<file path="config.mk">
export PLATFORM = sky130hd
export DESIGN_NAME = dmem_burst_master
export DESIGN_NICKNAME = d
export VERILOG_FILES = /design/src/rtl/dmem_burst_master.sv
export SDC_FILE = /design/constraint.sdc
export NUM_CORES = 1
export LEC_CHECK = 0
export CAP_MARGIN = 25
export CELL_PAD_IN_SITES_DETAIL_PLACEMENT = 1
export CELL_PAD_IN_SITES_GLOBAL_PLACEMENT = 2
export CORE_MARGIN = 1.5
export CORE_UTILIZATION = 12
export DETAILED_ROUTE_END_ITERATION = 8
export GPL_TIMING_DRIVEN = 0
export HOLD_SLACK_MARGIN = 0.15
export PLACE_DENSITY_LB_ADDON = 0.1
export SETUP_SLACK_MARGIN = 0.2
export SLEW_MARGIN = 20
export SYNTH_ARGS = -nofsm -noshare
export SYNTH_HDL_FRONTEND = slang
export SYNTH_SLANG_ARGS = --single-unit
</file>
<file path="constraint.sdc">
create_clock -name clk -period 2.4 [get_ports clk]
set_clock_uncertainty 0.2 [all_clocks]
set_input_delay 0.24 -clock clk [delete_from_list [all_inputs] [get_ports clk]]
set_output_delay 0.24 -clock clk [all_outputs]
set_load 0.02 [all_outputs]
</file>
<file path="src/rtl/dmem_burst_master.sv">
// dmem_burst_master: burst load/store sequencer for a single-port 32x32 data memory
// with one-cycle registered reads and synchronous writes.
module dmem_burst_master #(
  parameter int ADDR_W = 5,
  parameter int LEN_W  = 4
) (
  input  logic              clk,
  input  logic              reset,
  input  logic              req_valid,
  output logic              req_ready,
  input  logic              req_write,
  input  logic [ADDR_W-1:0] req_addr,
  input  logic [LEN_W-1:0]  req_len,
  input  logic              wdata_valid,
  output logic              wdata_ready,
  input  logic [31:0]       wdata,
  output logic              rdata_valid,
  output logic [31:0]       rdata,
  output logic              done,
  output logic [31:0]       mem_address,
  output logic [31:0]       mem_wdata,
  output logic              mem_read,
  output logic              mem_write,
  input  logic [31:0]       mem_rdata
);
  typedef enum logic [1:0] {IDLE, WR, RD, DONE} state_t;
  state_t            r_state, w_next;
  logic [ADDR_W-1:0] r_idx;
  logic [LEN_W:0]    r_rem;
  logic              r_rd_pend;
  logic              w_last;
  assign w_last = r_rem == (LEN_W+1)'(1);
  always_ff @(posedge clk)
    if (!reset) r_state <= IDLE;
    else r_state <= w_next;
  always_comb
    w_next = r_state == IDLE ? (req_valid ? (req_write ? WR : RD) : IDLE) :
             r_state == WR   ? (wdata_valid && w_last ? DONE : WR) :
             r_state == RD   ? (w_last ? DONE : RD) : IDLE;
  always_comb begin
    req_ready   = r_state == IDLE;
    wdata_ready = r_state == WR;
    mem_write   = r_state == WR && wdata_valid;
    mem_read    = r_state == RD;
    mem_address = (mem_read || wdata_ready) ? {{(32-ADDR_W){1'b0}}, r_idx} : '0;
    mem_wdata   = wdata_ready ? wdata : '0;
    done        = r_state == DONE;
  end
  // a zero length field encodes the maximum burst of 2^LEN_W words
  always_ff @(posedge clk)
    if (!reset) begin
      r_idx     <= '0;
      r_rem     <= '0;
      r_rd_pend <= 1'b0;
    end else begin
      r_rd_pend <= mem_read;
      if (req_valid && req_ready) begin
        r_idx <= req_addr;
        r_rem <= req_len == '0 ? {1'b1, {LEN_W{1'b0}}} : {1'b0, req_len};
      end else if (mem_read || mem_write) begin
        r_idx <= r_idx + ADDR_W'(1);
        r_rem <= r_rem - (LEN_W+1)'(1);
      end
    end
  assign rdata_valid = r_rd_pend;
  assign rdata       = r_rd_pend ? mem_rdata : '0;
endmodule

</file>
Word level (Yosys, flattened, before mapping). Cells that the tools add are included.

Register bits: 13. Output and inout port bits: 102.

Add/subtract/negate cells: 2. Eq/ne operators: 4. Multiplexer cells: 15. Reduce and logical (&&, ||, !) cells: 8.

Operators with widths (count): $mux 32 (2); $mux 5 (6); $mux 2 (6); $add 5x1->5 const B (1); $eq 5x1->1 const B (1); $sub 5x1->5 const B (1); $eq 2x2->1 const B (2); $logic_not 4->1 (1); $logic_and 1x1->1 (3); $eq 2x1->1 const B (1); $logic_not 2->1 (1); $logic_or 1x1->1 (2); $reduce_bool 2->1 (1); $mux 1 (1).

Logic depth before layout (Yosys ltp). Gate-level depths: netlist of the first run.

Depth after elaboration: 5. Mapped depth: 7. Depth with buffers taken out: 5.

Least setup slack after synthesis of the first run. OpenSTA, ideal clock, no wires.

Kind: register -> register. Start point: register r_state[1]. End point: register r_rem[3]. Library setup time: 0.074 ns. Data arrival time: 1.487 ns. Required time: 2.126 ns. Slack: 0.639 ns. Cell stages (with the launch flop): 8. Clock period less this slack: 1.761 ns. Cell sequence: dfxtp_1 > inv_1 > ha_1 > buf_6 > a21oi_2 > buf_6 > or3_1 > a31oi_1.

Cells in the longest elaborated chain, start to end: 4.

Ends and longest elaborated chain: from (decl) (RTL line 27) `state_t r_state, w_next;`; from (signal assigned) (RTL line 35) `else r_state <= w_next;`; $eq 2x1->1; net wdata_ready (RTL line 15) `output logic wdata_ready,`; $logic_and 1x1->1 (RTL line 43) `mem_write = r_state == WR && wdata_valid;`; $logic_or 1x1->1 (RTL line 60) `end else if (mem_read || mem_write) begin`; $reduce_bool 2->1 (no line); to (signal assigned) (RTL line 59) `r_rem <= req_len == '0 ? {1'b1, {LEN_W{1'b0}}} : {1'b0, req_len};`; to (signal assigned) (RTL line 62) `r_rem <= r_rem - (LEN_W+1)'(1);`; to (decl) (RTL line 29) `logic [LEN_W:0] r_rem;`.

The timed path passes the listed nets, and every way through them passes these cells. A chain may end at the register's enable or synchronous reset.

Final worst setup path of the first run.
Start point: register r_state[1]. End point: output port mem_wdata[9].

Cells in the longest elaborated chain, start to end: 2.

Ends and longest elaborated chain: $eq 2x1->1 (RTL line 42) `wdata_ready = r_state == WR;`; $mux 32 (RTL line 46) `mem_wdata = wdata_ready ? wdata : '0;`; to (decl) (RTL line 21) `output logic [31:0] mem_wdata,`.

Every way passes these cells.

==> results of run 1 <==
## sequential cells by signal, summed over array words and instances, names as in the netlist
signal	flops
rdata_valid	1
r_state	2
r_idx	5
r_rem	5
## placed cells by master, fill, tap and decap left out, drive strengths merged
cell type / Yosys / routed
nor4b: 1 / 1
inv: 9 / 9
nor4: 1 / 1
nand2b: 1 / 1
dlygate4sd2: 0 / 20
conb: 1 / 27
clkdlybuf4s15: 0 / 15
clkdlybuf4s50: 0 / 111
ha: 7 / 7
a211oi: 2 / 2
or3: 6 / 6
dfxtp: 13 / 13
and2: 72 / 72
clkbuf: 8 / 11
o21ai: 12 / 12
buf: 29 / 31
o22ai: 2 / 2
nor2: 1 / 1
dlymetal6s2s: 0 / 5
a31oi: 7 / 7
a21o: 2 / 2
a21oi: 2 / 2
nand2: 9 / 9
o32ai: 1 / 1
nand3: 3 / 3
nor3b: 1 / 1
xnor2: 2 / 2
a221oi: 1 / 1
## final cells by class
type | count | area, sq um
tap | 143 | 179
clock buffer | 4 | 78.8
multi-input combinational | 160 | 953
fill | 1377 | 8140
inverter | 9 | 33.8
sequential | 13 | 262
timing repair buffer | 152 | 1500
buffer | 37 | 265
## per-layer routing
layer  vias up  share of wire (%)
li1        934                  -
met5         -                  0
met4         0               0.30
met2        80                 53
met3         2                6.7
met1       814                 40
## worst register-to-register path, cell delays in order (launching register included)
cell	delay [ns]
dfxtp_1	0.36
inv_1	0.07
ha_1	0.28
nand2_1	0.26
clkbuf_1	0.44
a31oi_1	0.15
## path summary, 6_finish.rpt
| check | startpoint | endpoint | slack (ns) |
|---|---|---|---|
| setup / recovery | r_state[1] | mem_wdata[9] | 0.32 |
| hold / removal | r_idx[4] | r_idx[4] | 0.32 |
| setup reg to reg | r_state[0] | r_idx[2] | 0.50 |
| hold reg to reg | r_idx[4] | r_idx[4] | 0.32 |
## power by group
group / switching (uW) / total [uW] / internal, uW
Sequential: 50.2 / 321 / 270
Clock: 95.9 / 320 / 225
Combinational: 554 / 1070 / 513
Total: 700 / 1710 / 1010
## cells in the mapped netlist (all sizes together)
master | number | share of area (%)
a211oi | 2 | 1.1
a21o | 2 | 1.1
a21oi | 2 | 0.98
a221oi | 1 | 0.62
a31oi | 7 | 3.1
and2 | 72 | 32
buf | 29 | 16
clkbuf | 8 | 2.1
conb | 1 | 0.27
dfxtp | 13 | 19
ha | 7 | 6.2
inv | 9 | 2.4
nand2 | 9 | 2.4
nand2b | 1 | 0.45
nand3 | 3 | 1.1
nor2 | 1 | 0.27
nor3b | 1 | 0.53
nor4 | 1 | 0.45
nor4b | 1 | 0.62
o21ai | 12 | 4.3
o22ai | 2 | 0.89
o32ai | 1 | 0.62
or3 | 6 | 2.7
xnor2 | 2 | 1.2
## cells by family after synthesis
family                   Yosys count
AO/OA/AOI/OAI                     29
XOR/XNOR                           2
adder cells (fa/ha/maj)            7
buffers and inverters             46
flip-flops                        13
other                              1
AND/OR/NAND/NOR                   95
## stage by stage
step                setup slack [ns]  hold slack [ns]  std cells  utilization [%]  cell area, sq um
finish                         0.317            0.321        518             28.7              3280
global route                   0.202            0.360        518             28.7              3280
CTS                            0.216            0.320        518             28.4              3240
detailed placement             0.132            0.310        514             28.1              3200
global placement               0.151            0.303        514             28.1              3200
floorplan                      0.639            0.176        219                -              1500
## timing repair
item                       4_1_cts  5_1_grt
cloned                           0        0
setup endpoints to repair       66       35
gates resized for setup         42       27
pin swaps                        0        0
==> results.cfg, run 1 <==
[global_routing]
grt_pass1_vias = 1649
grt_use_total_pct = 10.1
grtUsageMet2_pct = 18.7
antenna_found_initial = 0
grt_pass1_wl_um = 9940
grt_util_met1_pct = 12.1
grt_use_met3_pct = 1.97
busiest_layer = met2
grt-ovfl-total = 0
grt_start_max_net_pins = 11

[logic_synthesis]
synth_xor_area_share_pct = 1.25
synth_top_family_by_area = simple AND/OR/NAND/NOR gates
synth_cell_types = 26
synth_compound_area_share_pct = 12.6
synth_area_per_cell_sq_um = 7.28
syn-cell-area_sq_mm = 0.00141
seq_area_frac_synth_pct = 18.5
muxShareOfSynthArea_pct = 0
synthSimpleGateAreaFrac_pct = 40.5
synthAdderAreaFrac_pct = 6.23
ys_warn_count = 0
ys_seq_elements = 13
netlist_instances = 193

[placement]
dp_hpwl_um = 5820
io_buffers = 152
gp_congestion = 0.713

[final_layout]
layout-drive-gt1-share_pct = 10.9
final_net_count = 461
syn2layout_area_growth_pct = 133
antenna_cells = 0

[floorplanning]
die_y_um = 111
num_rows = 39
start_util_pct = 12.3
die_x_um = 111
dieArea_sq_mm = 0.0124
ios = 180
core_area_sq_mm = 0.0114

[setup_path]
crit_slowest_cell = dfxtp_1
endpoint_kind = primary output
arrival_ns = 1.64
critPathTopFamily = buffers and inverters
max_stage_delay_ns = 0.35
path_cells = inv_1, ha_1, buf_6, clkbuf_2, and2_1, dlygate4sd2_1
cp.depth = 6
reg2reg_depth = 5
start_kind = flip-flop
cp.required_ns = 1.96
crit_buf_inv = 4
crit_type = flip-flop to primary output
cp_max_fo = 10

[detailed_routing]
drt-total-wl_um = 6610
post_drt_wl_per_cell_um = 12.8
firstDrtPassIters = 4
vias_per_cell = 3.53
vias = 1830
final_antenna_net_count = 0
drc = 0
initialDrtViolationCount = 70

[clock_network]
numCtsBuffers = 3
cts_setup_buffers = 0
clk_pin_slew_ns = 0.05
clkSinkCount = 13
htree_levels = 1
root_buffer = clkbuf_16
clockBufferDepth = 2
clock_latency_ns = 0.24
hold_buffers = 0
cts_tree = yes

[sta]
min_period_ns = 2.08
final_max_slew_viol_count = 0
period_share_pct = 86.8
setup_viol = 0
rsz0062_at_grt = no
hold_viol = 0
setup_tns_ns = 0
fmax_ghz = 0.480

[power_and_ir_drop]
power_uw = 1710
p_leak_uw = 0.00155
powerDensity_mw_per_mm2 = 521
vdd_drop_max_mv = 0.238

[status]
outcome = finished clean

[worst_hold_path]
hp-class = flip-flop to flip-flop
whs_path_depth = 2

[run]
drv_cap = 0
Power figures use the tool's default switching activity.
==> inputs of run 2 (changes only) <==
--- a/config.mk
+++ b/config.mk
@@ -11,11 +11,9 @@
 export CORE_MARGIN = 1.5
 export CORE_UTILIZATION = 12
 export DETAILED_ROUTE_END_ITERATION = 8
-export GPL_TIMING_DRIVEN = 0
 export HOLD_SLACK_MARGIN = 0.15
 export PLACE_DENSITY_LB_ADDON = 0.1
 export SETUP_SLACK_MARGIN = 0.2
-export SLEW_MARGIN = 20
 export SYNTH_ARGS = -nofsm -noshare
 export SYNTH_HDL_FRONTEND = slang
 export SYNTH_SLANG_ARGS = --single-unit
==> run 2 against run 1 <==
Global-route usage is 0.65 points lower. Maximum frequency shrank 1.6%. Sequential cell count did not move. Setup slack worse by 0.034 ns. Wire length down 7.0%. Sequential power fell by 2%. Combinational power is 6% lower. Sequential share of layout area up 0.65 points. Critical path depth decreased by 3. Register-to-register slack better by 0.03 ns. Largest cell class unchanged.
==> results.cfg, run 2 (synthesis results as in run 1) <==
[setup_path]
endpoint_kind = primary output
arrival_ns = 1.68
worstReg2RegStart = r_state[0]
reg2reg_depth = 5
cp.required_ns = 1.96
r2r_end = r_rem[1]
cp_max_fo = 6
crit_type = flip-flop to primary output
start_kind = flip-flop
r2r_slack_ns = 0.53

[final_layout]
final_cell_mix = clkdlybuf4s50_1, and2_1, dlygate4sd2_1
syn2layout_area_growth_pct = 115
layout-drive-gt1-share_pct = 2.05
antenna_cells = 0
top_regs = r_idx x5, r_rem x5, r_state x2
final_net_count = 427
post-route-util_pct = 26.4
layout_commonest_cell = clkdlybuf4s50_1

[power_and_ir_drop]
powerDensity_mw_per_mm2 = 543
pwr-share-clk_pct = 19.2
power_frac_comb_pct = 61.6
p_seq_share_pct = 19.2
p_sw_uw = 677
switching_share_pct = 41.4
p_leak_uw = 0.00135
p_int_uw = 959
vdd_drop_max_mv = 0.212

[detailed_routing]
initialDrtViolationCount = 59
post_drt_wl_per_cell_um = 12.7
firstDrtPassIters = 3
vias_per_cell = 3.59
drc = 0
final_antenna_net_count = 0
drt-total-wl_um = 6150
vias = 1738

[global_routing]
busiest_layer = met2
grt_start_max_net_pins = 39
grtUsageMet2_pct = 18.3
grt-ovfl-total = 0
grt_pass1_vias = 1648
grt_pass1_wl_um = 9310
antenna_found_initial = 0
grt_use_total_pct = 9.44
grt_use_met3_pct = 1.91
grt_util_met1_pct = 10.6

[floorplanning]
core_area_sq_mm = 0.0114
die_x_um = 111
dieArea_sq_mm = 0.0124
num_rows = 39
start_util_pct = 12.3
die_y_um = 111
ios = 180

[sta]
fmax_ghz = 0.472
hold_viol = 0
period_share_pct = 88.2
setup_ws_ns = 0.283
setup_viol = 0
hold_slack_ns = 0.320
min_period_ns = 2.12
relSlewSlack_pct = 63.0
final_max_slew_viol_count = 0
worst_pin_slew_ns = 0.547
setup_tns_ns = 0
rsz0062_at_grt = no

[clock_network]
clockBufferDepth = 2
root_buffer = clkbuf_16
numCtsBuffers = 3
htree_levels = 1
cts_tree = yes
clock_latency_ns = 0.24
clk_pin_slew_ns = 0.04
clkSinkCount = 13
cts_setup_buffers = 0

[status]
outcome = finished clean

[placement]
gp_congestion = 0.678
dp_hpwl_um = 5180
pre_cts_ws_ns = 0.401
io_buffers = 152

[worst_hold_path]
whs_path_depth = 2
hold_path_end = r_idx[4]
hold_start = r_idx[4]
hp-class = flip-flop to flip-flop

[run]
drv_cap = 0
## run 2: what timing repair did
action	in CTS	in global routing
hold endpoints to repair	0	0
endpoints found under the setup margin	38	0
hold buffers	0	0
resized for setup	38	0
## run 2: per-layer routing
layer,wire length (um),vias to the layer above,part of all wire (%)
met5,0,-,0
met4,27,0,0.44
met3,385,2,6.3
met2,3390,82,55
met1,2350,785,38
li1,-,869,-
## run 2: critical path, cell delays in order, from the launching register on
cell and delay (ns):
dfxtp_1 0.32, inv_1 0.09, ha_1 0.34, clkdlybuf4s50_1 0.69
## run 2: layout make-up
cell class / count / area (sq um)
Timing Repair Buffer: 155 / 1510
Sequential cell: 13 / 260
Fill cell: 1385 / 8400
Clock buffer: 4 / 78.8
Inverter: 9 / 33.8
Tap cell: 143 / 179
Multi-Input combinational cell: 160 / 953
## run 2: metrics by stage
| step | instance area [sq um] | total power (uW) | instances |
|---|---|---|---|
| 3_3_place_gp | 2980 | 1420 | 480 |
| 3_5_place_dp | 2980 | 1420 | 480 |
| 4_1_cts | 3010 | 1670 | 484 |
| 6_report | 3010 | 1640 | 484 |
| 2_1_floorplan | 1500 | 926 | 219 |
| 5_1_grt | 3010 | 1760 | 484 |
## run 2: power groups by stage
| stage | clock, uW | combinational (uW) | sequential, uW |
|---|---|---|---|
| after CTS | 322 | 1040 | 316 |
| after global placement | 0 | 1100 | 319 |
| after detailed placement | 0 | 1100 | 320 |
| final | 314 | 1010 | 314 |
| after floorplan | 0 | 617 | 309 |
| after global routing | 334 | 1110 | 324 |
## run 2: worst max path at each step
stage | startpoint | to | slack (ns) | cells past startpoint
6_report | r_state[0] | mem_read | 0.28 | 3
5_1_grt | r_state[0] | mem_read | 0.21 | 3
4_1_cts | r_state[0] | mem_read | 0.26 | 3
3_5_place_dp | r_state[0] | mem_address[4] | 0.40 | 4
3_3_place_gp | r_state[1] | mem_wdata[15] | 0.43 | 5
2_1_floorplan | r_state[1] | r_rem[3] | 0.64 | 7
==> inputs of run 3 (changes only) <==
--- a/config.mk
+++ b/config.mk
@@ -9,7 +9,7 @@
 export CELL_PAD_IN_SITES_DETAIL_PLACEMENT = 1
 export CELL_PAD_IN_SITES_GLOBAL_PLACEMENT = 2
 export CORE_MARGIN = 1.5
-export CORE_UTILIZATION = 12
+export CORE_UTILIZATION = 11
 export DETAILED_ROUTE_END_ITERATION = 8
 export HOLD_SLACK_MARGIN = 0.15
 export PLACE_DENSITY_LB_ADDON = 0.1
==> constraint.sdc (replaced) <==
create_clock -name clk -period 2.16 [get_ports clk]
set_clock_uncertainty 0.2 [all_clocks]
set_input_delay 0.216 -clock clk [delete_from_list [all_inputs] [get_ports clk]]
set_output_delay 0.216 -clock clk [all_outputs]
set_load 0.02 [all_outputs]
==> run 3 against run 2 <==
Wire length grew 3.4%. Combinational power rose by 11%. Total power rose by 11%. Clock-buffer cell count stayed put. Register-to-register slack lost 0.14 ns. Core utilization fell by 2.6 points. Via count grew 2.1%. Critical path type unchanged. Largest cell class unchanged.
==> results.cfg, run 3 (synthesis results as in run 1) <==
[status]
outcome = finished clean

[power_and_ir_drop]
p_sw_uw = 767
power_frac_comb_pct = 61.4
vdd_drop_max_mv = 0.235
powerDensity_mw_per_mm2 = 611
p_int_uw = 1050
p_seq_share_pct = 19.4
switching_share_pct = 42.2
pwr-share-clk_pct = 19.2
power_uw = 1820
p_leak_uw = 0.00159

[global_routing]
grt-ovfl-total = 0
grt_start_max_net_pins = 34
grt_pass1_vias = 1711
grt_use_total_pct = 8.88
grt_pass1_wl_um = 9290
antenna_found_initial = 0

[floorplanning]
die_y_um = 116
die_x_um = 116
num_rows = 41
start_util_pct = 11.2
dieArea_sq_mm = 0.0135
ios = 180
core_area_sq_mm = 0.0125

[detailed_routing]
drt-total-wl_um = 6360
vias = 1774
drc = 0
firstDrtPassIters = 4
final_antenna_net_count = 0
post_drt_wl_per_cell_um = 12.3
vias_per_cell = 3.42
initialDrtViolationCount = 24

[setup_path]
endpoint_kind = primary output
cp.required_ns = 1.74
critPathTopFamily = buffers and inverters
path_cells = inv_1, ha_2, and2_1, clkdlybuf4s15_1
crit_type = flip-flop to primary output
crit_slowest_cell = ha_2
crit_buf_inv = 2
start_kind = flip-flop
arrival_ns = 1.49
cp_max_fo = 5
max_stage_delay_ns = 0.38

[placement]
pre_cts_ws_ns = 0.127
dp_hpwl_um = 5430
gp_congestion = 0.661
io_buffers = 152

[clock_network]
root_buffer = clkbuf_16
clk_pin_slew_ns = 0.05
clockBufferDepth = 2
numCtsBuffers = 3
clkSinkCount = 13
htree_levels = 1
cts_tree = yes
clock_latency_ns = 0.24
cts_setup_buffers = 0
hold_buffers = 0
post_cts_resized = 70

[sta]
period_share_pct = 88.4
final_max_slew_viol_count = 0
setup_ws_ns = 0.252
setup_tns_ns = 0
min_period_ns = 1.91
hold_slack_ns = 0.305
fmax_ghz = 0.524
setup_viol = 0
rsz0062_at_grt = yes
hold_viol = 0

[final_layout]
layout-drive-gt1-share_pct = 14.2
antenna_cells = 0
final_cell_mix = clkdlybuf4s50_1, and2_1, clkbuf_2
fillers = 1588
post-route-util_pct = 23.8
final_net_count = 432
layout_commonest_cell = clkdlybuf4s50_1
top_regs = r_idx x5, r_rem x5, r_state x2
syn2layout_area_growth_pct = 112

[run]
drv_cap = 0

[worst_hold_path]
hp-class = flip-flop to flip-flop
[run 3: power by group through the flow]
stage	sequential, uW	clock (uW)	combinational (uW)
after floorplan	344	0	685
after global placement	358	0	1250
after detailed placement	356	0	1250
after CTS	353	360	1170
after global routing	364	372	1230
final	353	348	1120
[run 3: cell type report]
type	instances	area (sq um)	area share, %
Timing Repair Buffer	160	1430	48.1
Tap cell	172	215	7.24
Inverter	9	33.8	1.14
Multi-Input combinational cell	160	956	32.1
Clock buffer	4	78.8	2.65
Sequential cell	13	260	8.75
[run 3: stage by stage]
step / area (sq um) / std cells
after floorplan: 1500 / 219
after global placement: 3060 / 514
after detailed placement: 3060 / 514
after CTS: 3080 / 518
after global routing: 2970 / 518
final: 2970 / 518
[run 3: worst reg2reg max path, delay by kind of cell, from the launching register on]
kind | cells | cell delay [ns]
AOI/OAI and AO/OA | 2 | 0.21
DFF | 1 | 0.32
and+or+nand+nor | 1 | 0.35
adders and majority gates | 1 | 0.22
buffers and inverters | 3 | 0.42
[run 3: path summary, 6_finish.rpt]
kind	startpoint	endpoint	slack, ns	cells past startpoint
max	r_state[0]	mem_address[4]	0.25	4
min	r_idx[4]	r_idx[4]	0.30	2
max reg2reg	r_state[1]	r_idx[3]	0.39	7
min reg2reg	r_idx[4]	r_idx[4]	0.30	2
[run 3: metal layers]
| layer | track usage [%] | wire [um] |
|---|---|---|
| met5 | 0 | 0 |
| met4 | 1.46 | 25 |
| met3 | 2.14 | 662 |
| met2 | 17.3 | 3170 |
| met1 | 9.85 | 2500 |
